$ cat config.mk
export PLATFORM = sky130hd
export DESIGN_NAME = key_schedule_ctrl
export DESIGN_NICKNAME = d
export VERILOG_FILES = /design/src/rtl/aes_pkg.sv /design/src/rtl/aes_sbox.sv /design/src/rtl/key_step.sv /design/src/rtl/key_schedule_ctrl.sv
export SDC_FILE = /design/constraint.sdc
export NUM_CORES = 2
export LEC_CHECK = 0
export BUFFER_PORTS_ARGS = -buffer_cell sky130_fd_sc_hd__buf_4
export CAP_MARGIN = 10
export CORE_MARGIN = 4
export CORE_UTILIZATION = 45
export DETAILED_ROUTE_END_ITERATION = 8
export HOLD_SLACK_MARGIN = 0.05
export SLEW_MARGIN = 25
export SYNTH_ARGS = -nofsm -noshare
export SYNTH_HDL_FRONTEND = slang
export SYNTH_HIERARCHICAL = 1
export SYNTH_SLANG_ARGS = --single-unit
$ cat constraint.sdc
create_clock -name clk -period 25.8 [get_ports clk]
set_input_delay 0 -clock clk [delete_from_list [all_inputs] [get_ports clk]]
set_output_delay 0 -clock clk [all_outputs]
set_load 0.005 [all_outputs]
$ cat src/rtl/aes_pkg.sv
// Shared AES-128 types, constants and GF(2^8) helpers for the key schedule.
package aes_pkg;

  typedef logic [31:0]  word_t;
  typedef logic [127:0] block_t;

  typedef enum logic {
    IDLE = 1'b0,
    EMIT = 1'b1
  } ks_state_t;

  localparam int         NUM_ROUNDS = 10;
  localparam logic [7:0] RCON_INIT  = 8'h01;

  function automatic logic [7:0] xtime(input logic [7:0] r);
    return {r[6:0], 1'b0} ^ (r[7] ? 8'h1b : 8'h00);
  endfunction

  // Shift-and-add multiply in GF(2^8) with the AES polynomial.
  function automatic logic [7:0] gf_mul(input logic [7:0] a, input logic [7:0] b);
    logic [7:0] p;
    logic [7:0] t;
    p = 8'h00;
    t = a;
    for (int i = 0; i < 8; i++) begin
      if (b[i]) p = p ^ t;
      t = xtime(t);
    end
    return p;
  endfunction

endpackage

$ cat src/rtl/aes_sbox.sv
// AES forward S-box: multiplicative inverse in GF(2^8) followed by the affine map.
module aes_sbox
  import aes_pkg::*;
(
  input  logic [7:0] a,
  output logic [7:0] s
);

  logic [7:0] x2, x3, x6, x12, x15, x30, x60, x120, x240, inv;

  // x^254 is the inverse for nonzero x and maps 0 to 0, as AES requires.
  assign x2   = gf_mul(a, a);
  assign x3   = gf_mul(x2, a);
  assign x6   = gf_mul(x3, x3);
  assign x12  = gf_mul(x6, x6);
  assign x15  = gf_mul(x12, x3);
  assign x30  = gf_mul(x15, x15);
  assign x60  = gf_mul(x30, x30);
  assign x120 = gf_mul(x60, x60);
  assign x240 = gf_mul(x120, x120);
  assign inv  = gf_mul(gf_mul(x240, x12), x2);

  assign s = inv
           ^ {inv[6:0], inv[7]}
           ^ {inv[5:0], inv[7:6]}
           ^ {inv[4:0], inv[7:5]}
           ^ {inv[3:0], inv[7:4]}
           ^ 8'h63;

endmodule

$ cat src/rtl/key_step.sv
// One combinational AES-128 key-expansion round: (prev_key, rcon) -> next_key.
module key_step
  import aes_pkg::*;
(
  input  logic [127:0] prev_key,
  input  logic [7:0]   rcon,
  output logic [127:0] next_key
);

  word_t w0, w1, w2, w3;
  word_t rot, sub;
  word_t n0, n1, n2, n3;

  assign {w0, w1, w2, w3} = prev_key;
  assign rot = {w3[23:0], w3[31:24]};

  for (genvar gi = 0; gi < 4; gi++) begin : g_sub
    aes_sbox u_sbox (
      .a (rot[8*gi +: 8]),
      .s (sub[8*gi +: 8])
    );
  end

  assign n0 = w0 ^ sub ^ {rcon, 24'h0};
  assign n1 = w1 ^ n0;
  assign n2 = w2 ^ n1;
  assign n3 = w3 ^ n2;

  assign next_key = {n0, n1, n2, n3};

endmodule

$ cat src/rtl/key_schedule_ctrl.sv
// AES-128 key schedule sequencer: captures a key, then emits round keys 0..10
// over a valid/ready handshake and pulses done after the last one is taken.
module key_schedule_ctrl
  import aes_pkg::*;
(
  input  logic         clk,
  input  logic         reset_n,
  input  logic         start,
  input  logic [127:0] key,
  input  logic         rk_ready,
  output logic         rk_valid,
  output logic [127:0] round_key,
  output logic [3:0]   round,
  output logic         busy,
  output logic         done
);

  ks_state_t   state_reg, state_next;
  block_t      key_reg, key_next;
  logic [3:0]  round_reg, round_next;
  logic [7:0]  rcon_reg, rcon_next;
  logic        done_reg, done_next;
  block_t      stepped_key;
  logic        fire;

  key_step u_key_step (
    .prev_key (key_reg),
    .rcon     (rcon_reg),
    .next_key (stepped_key)
  );

  assign fire = (state_reg == EMIT) && rk_ready;

  always_comb begin
    state_next = state_reg;
    key_next   = key_reg;
    round_next = round_reg;
    rcon_next  = rcon_reg;
    done_next  = 1'b0;
    unique case (state_reg)
      IDLE: begin
        if (start) begin
          key_next   = key;
          round_next = 4'd0;
          rcon_next  = RCON_INIT;
          state_next = EMIT;
        end
      end
      EMIT: begin
        if (fire) begin
          if (round_reg == 4'(NUM_ROUNDS)) begin
            state_next = IDLE;
            done_next  = 1'b1;
          end else begin
            key_next   = stepped_key;
            round_next = round_reg + 4'd1;
            rcon_next  = xtime(rcon_reg);
          end
        end
      end
      default: state_next = IDLE;
    endcase
  end

  always_ff @(posedge clk or negedge reset_n) begin
    if (!reset_n) begin
      state_reg <= IDLE;
      key_reg   <= '0;
      round_reg <= 4'd0;
      rcon_reg  <= RCON_INIT;
      done_reg  <= 1'b0;
    end else begin
      state_reg <= state_next;
      key_reg   <= key_next;
      round_reg <= round_next;
      rcon_reg  <= rcon_next;
      done_reg  <= done_next;
    end
  end

  // Valid and busy decode straight from the state register, so no input reaches them.
  assign rk_valid  = (state_reg == EMIT);
  assign busy      = (state_reg == EMIT);
  assign round_key = key_reg;
  assign round     = round_reg;
  assign done      = done_reg;

endmodule
==> impl_metrics.csv <==
group,metric,value,unit
detailed_routing,dr.pass1.iters,6,
timing,rsz0062_at_grt,"no",
timing,tightestPinTransition,1040,ps
timing,fin_skew,28.0,ps
placement,hpwl,116000,um
detailed_routing,drtIter0Drc,3500,
hold_path,hold_path_depth,3,
critical_path,end_kind,"flip-flop",
cts,cts_num_sinks,142,
critical_path,slowest_stage,"xnor3_1",
cts,postCtsHoldBufs,134,
logic_synthesis,ys_async_sr_fraction,100,%
timing,max_freq,43.6,MHz
critical_path,crit_path_max_fanout,24,
logic_synthesis,syn_nets,6200,
global_routing,grtUsageMet2,39.3,%
global_routing,antenna_found_initial,10,
cts,cts-resized-gates,0,
timing,finalSetupViolCount,0,
critical_path,crit_required,26180,ps
floorplanning,coreArea,115000,um^2
critical_path,cpMostUsedCell,"xnor2_1",
status,outcome,"complete, no violations",
critical_path,max_stage_delay,920,ps
global_routing,grt_pass1_vias,42800,
critical_path,path_class,"reg2reg",
floorplanning,die_h,349,um
critical_path,cp-start-kind,"flip-flop",
floorplanning,die_x,349,um
final_layout,area_growth,10.4,%
timing,finalHoldViolations,0,
timing,maxSlewViolCount,0,
logic_synthesis,ys_seq_area_share,6.79,%
cts,cts_buffer_depth,2,
detailed_routing,vias,44700,
global_routing,busiest_layer,"met2",
detailed_routing,routed_via_density,5.72,
detailed_routing,drc_errors,0,
final_layout,nNetsFinal,6445,
logic_synthesis,synthCells,6038,
logic_synthesis,synth_xor_area_share,47.6,%
critical_path,r2r_cells,65,
timing,period_share,88.9,%
critical_path,rrSetupSlack,2870,ps
hold_path,hold_class,"in2reg",
cts,cts_tree,"done",
logic_synthesis,synth_area,52400,um^2
detailed_routing,wl_per_cell,19.7,um
logic_synthesis,synth-seq-cells,142,
global_routing,grtUsageMet3,3.32,%
floorplanning,dieArea,122000,um^2
global_routing,grt_pass1_wl,244000,um
final_layout,largest_reg_flops,128,
logic_synthesis,synth_fa_ha_area_share,0.717,%
placement,gp_congestion,0.905,
logic_synthesis,yosys_warnings,6,
floorplanning,ios,267,
cts,post_cts_buffers,0,
logic_synthesis,synth-compound-area-share,14.3,%
final_layout,drive_gt1_share,17.6,%
logic_synthesis,synth_edf_count,0,
global_routing,grtUsageMet1,35.0,%
global_routing,gr-total-overflow,0,
cts,cts_made_buffers,17,
floorplanning,start_util,45.6,%
critical_path,cp.arrival,23320,ps
final_layout,fill_cells,10800,
detailed_routing,ant_nets,0,
cts,clk_pin_slew,80,ps
logic_synthesis,avgSynthCellArea,8.67,um^2
logic_synthesis,yosys.area_share.simple,16.5,%
logic_synthesis,synth_top_family_by_area,"XOR/XNOR gates",
cts,htree_levels,4,
cts,cts-root-buf,"clkbuf_16",
placement,port-buffer-count,266,
timing,slew_headroom,29.9,%
floorplanning,rows,124,
global_routing,grtUsageTotal,24.3,%
timing,setup_tns,0,ps
global_routing,grt_max_degree,71,
logic_synthesis,synth_mux_area_share,10.1,%
detailed_routing,wl,154000,um
logic_synthesis,ys.flop_type,"dfrtp_1",
timing,finalCriticalPeriod,22930,ps
logic_synthesis,ys_types,101,
cts,clock_latency,510,ps
job,drv_cap,0,
-- cells in the mapped netlist, drive strengths merged (16+ instances only) --
library cell	count	area, um^2
xnor2	1308	12800
nor2	617	2380
nand2	511	1940
xor2	468	4520
mux2	293	3670
xnor3	265	6000
a21oi	250	1270
o21ai	185	956
buf	180	1180
clkbuf	162	608
mux2i	158	1590
dfrtp	141	3530
nor3	132	661
nand3	118	591
inv	88	330
a211oi	76	631
o22ai	76	526
xor3	68	1620
nand2b	65	407
and3	64	420
o211ai	57	448
nor2b	56	350
or3	52	325
a31oi	49	307
and2	45	282
a21o	44	330
ha	30	375
nand3b	25	188
a221oi	24	260
a311oi	24	210
nand4	24	150
nor3b	24	180
nor4	24	150
a22oi	20	150
a2bb2oi	20	175
a211o	17	149
o211a	16	160
o21a	16	120
o221ai	16	140
o22a	16	140
o311ai	16	170
-- logic make-up (layout without fill, tap and decap cells) --
group	after synthesis	in the layout
AO/OA/AOI/OAI	1046	1046
XOR/XNOR	2109	2109
adder cells (fa/ha/maj)	30	30
buffers and inverters	430	688
flip-flops	142	142
multiplexers	451	451
other	0	6
AND/OR/NAND/NOR	1830	1830
-- cell type report --
cell class	count	area [um^2]	area share, %
clock inverters	14	189	0.327
well taps	1512	1890	3.27
repair buffers	568	4620	7.98
multi-input cells	5466	46800	80.9
clock buffers	18	439	0.759
inverters	88	330	0.571
diodes	6	15.0	0.0260
flip-flops and latches	142	3560	6.15
-- final timing paths --
| path | from | end |
|---|---|---|
| setup / recovery | round_key[16]$_DFFE_PN0P_ | round_key[30]$_DFFE_PN0P_ |
| hold / removal | rk_ready | done$_DFF_PN0_ |
| setup reg to reg | round_key[16]$_DFFE_PN0P_ | round_key[30]$_DFFE_PN0P_ |
| hold reg to reg | round_key[115]$_DFFE_PN0P_ | round_key[115]$_DFFE_PN0P_ |
| max in group asynchronous | reset_n | busy$_DFF_PN0_ |
| min in group asynchronous | reset_n | round_key[32]$_DFFE_PN0P_ |
-- through the flow --
step / hold WS [ps] / cell area (um^2) / setup WS, ps / utilization, % / std cells
2_1_floorplan: -296 / 52400 / 7140 / - / 6038
3_3_place_gp: -105 / 55800 / 3490 / 48.5 / 7642
3_5_place_dp: -104 / 55800 / 3100 / 48.5 / 7642
4_1_cts: 341 / 57800 / 2920 / 50.3 / 7808
5_1_grt: 394 / 57800 / 1360 / 50.3 / 7811
6_report: 381 / 57800 / 2870 / 50.3 / 7814
-- critical path, delay by kind of cell (launching register included) --
family          cells  cell delay, ps
xor+xnor           36           14320
flops               1             870
simple gates       11            2290
compound gates      5            1050
fa+ha+maj           5            2100
buf+inv             6            1560
mux                 2             520
-- metal layers --
| layer | share of wire (%) | vias to the layer above | wire, um |
|---|---|---|---|
| met5 | 0.018 | - | 28 |
| met4 | 1.4 | 4 | 2210 |
| met3 | 6.2 | 166 | 9560 |
| met2 | 46 | 1507 | 70300 |
| met1 | 47 | 21500 | 72100 |
| li1 | - | 21500 | - |
-- cell usage in the layout (no fill, tap or decap), types with 25 or more instances in the layout --
master / instances
nand3_1: 118
xor2_1: 424
nand2_1: 503
nor2_1: 592
dfrtp_1: 140
mux2_4: 99
nor3_1: 132
dlygate4sd3_1: 133
a211oi_1: 64
o211ai_1: 53
nor2b_1: 56
a21oi_1: 246
nand2b_1: 65
xnor3_1: 235
xor2_2: 36
buf_4: 432
ha_1: 30
o21ai_0: 137
xnor3_2: 30
a31oi_1: 49
mux2_2: 186
xnor2_1: 1168
inv_1: 68
xnor2_4: 32
nand3b_1: 25
and2_1: 45
and3_1: 60
mux2i_1: 157
or3_1: 52
o22ai_1: 68
xnor2_2: 108
o21ai_1: 40
xor3_1: 64
a21o_1: 44
Power is left out: the tool's default activity adds up to more than one toggle a clock period on the data nets, which glitch-free logic cannot reach.
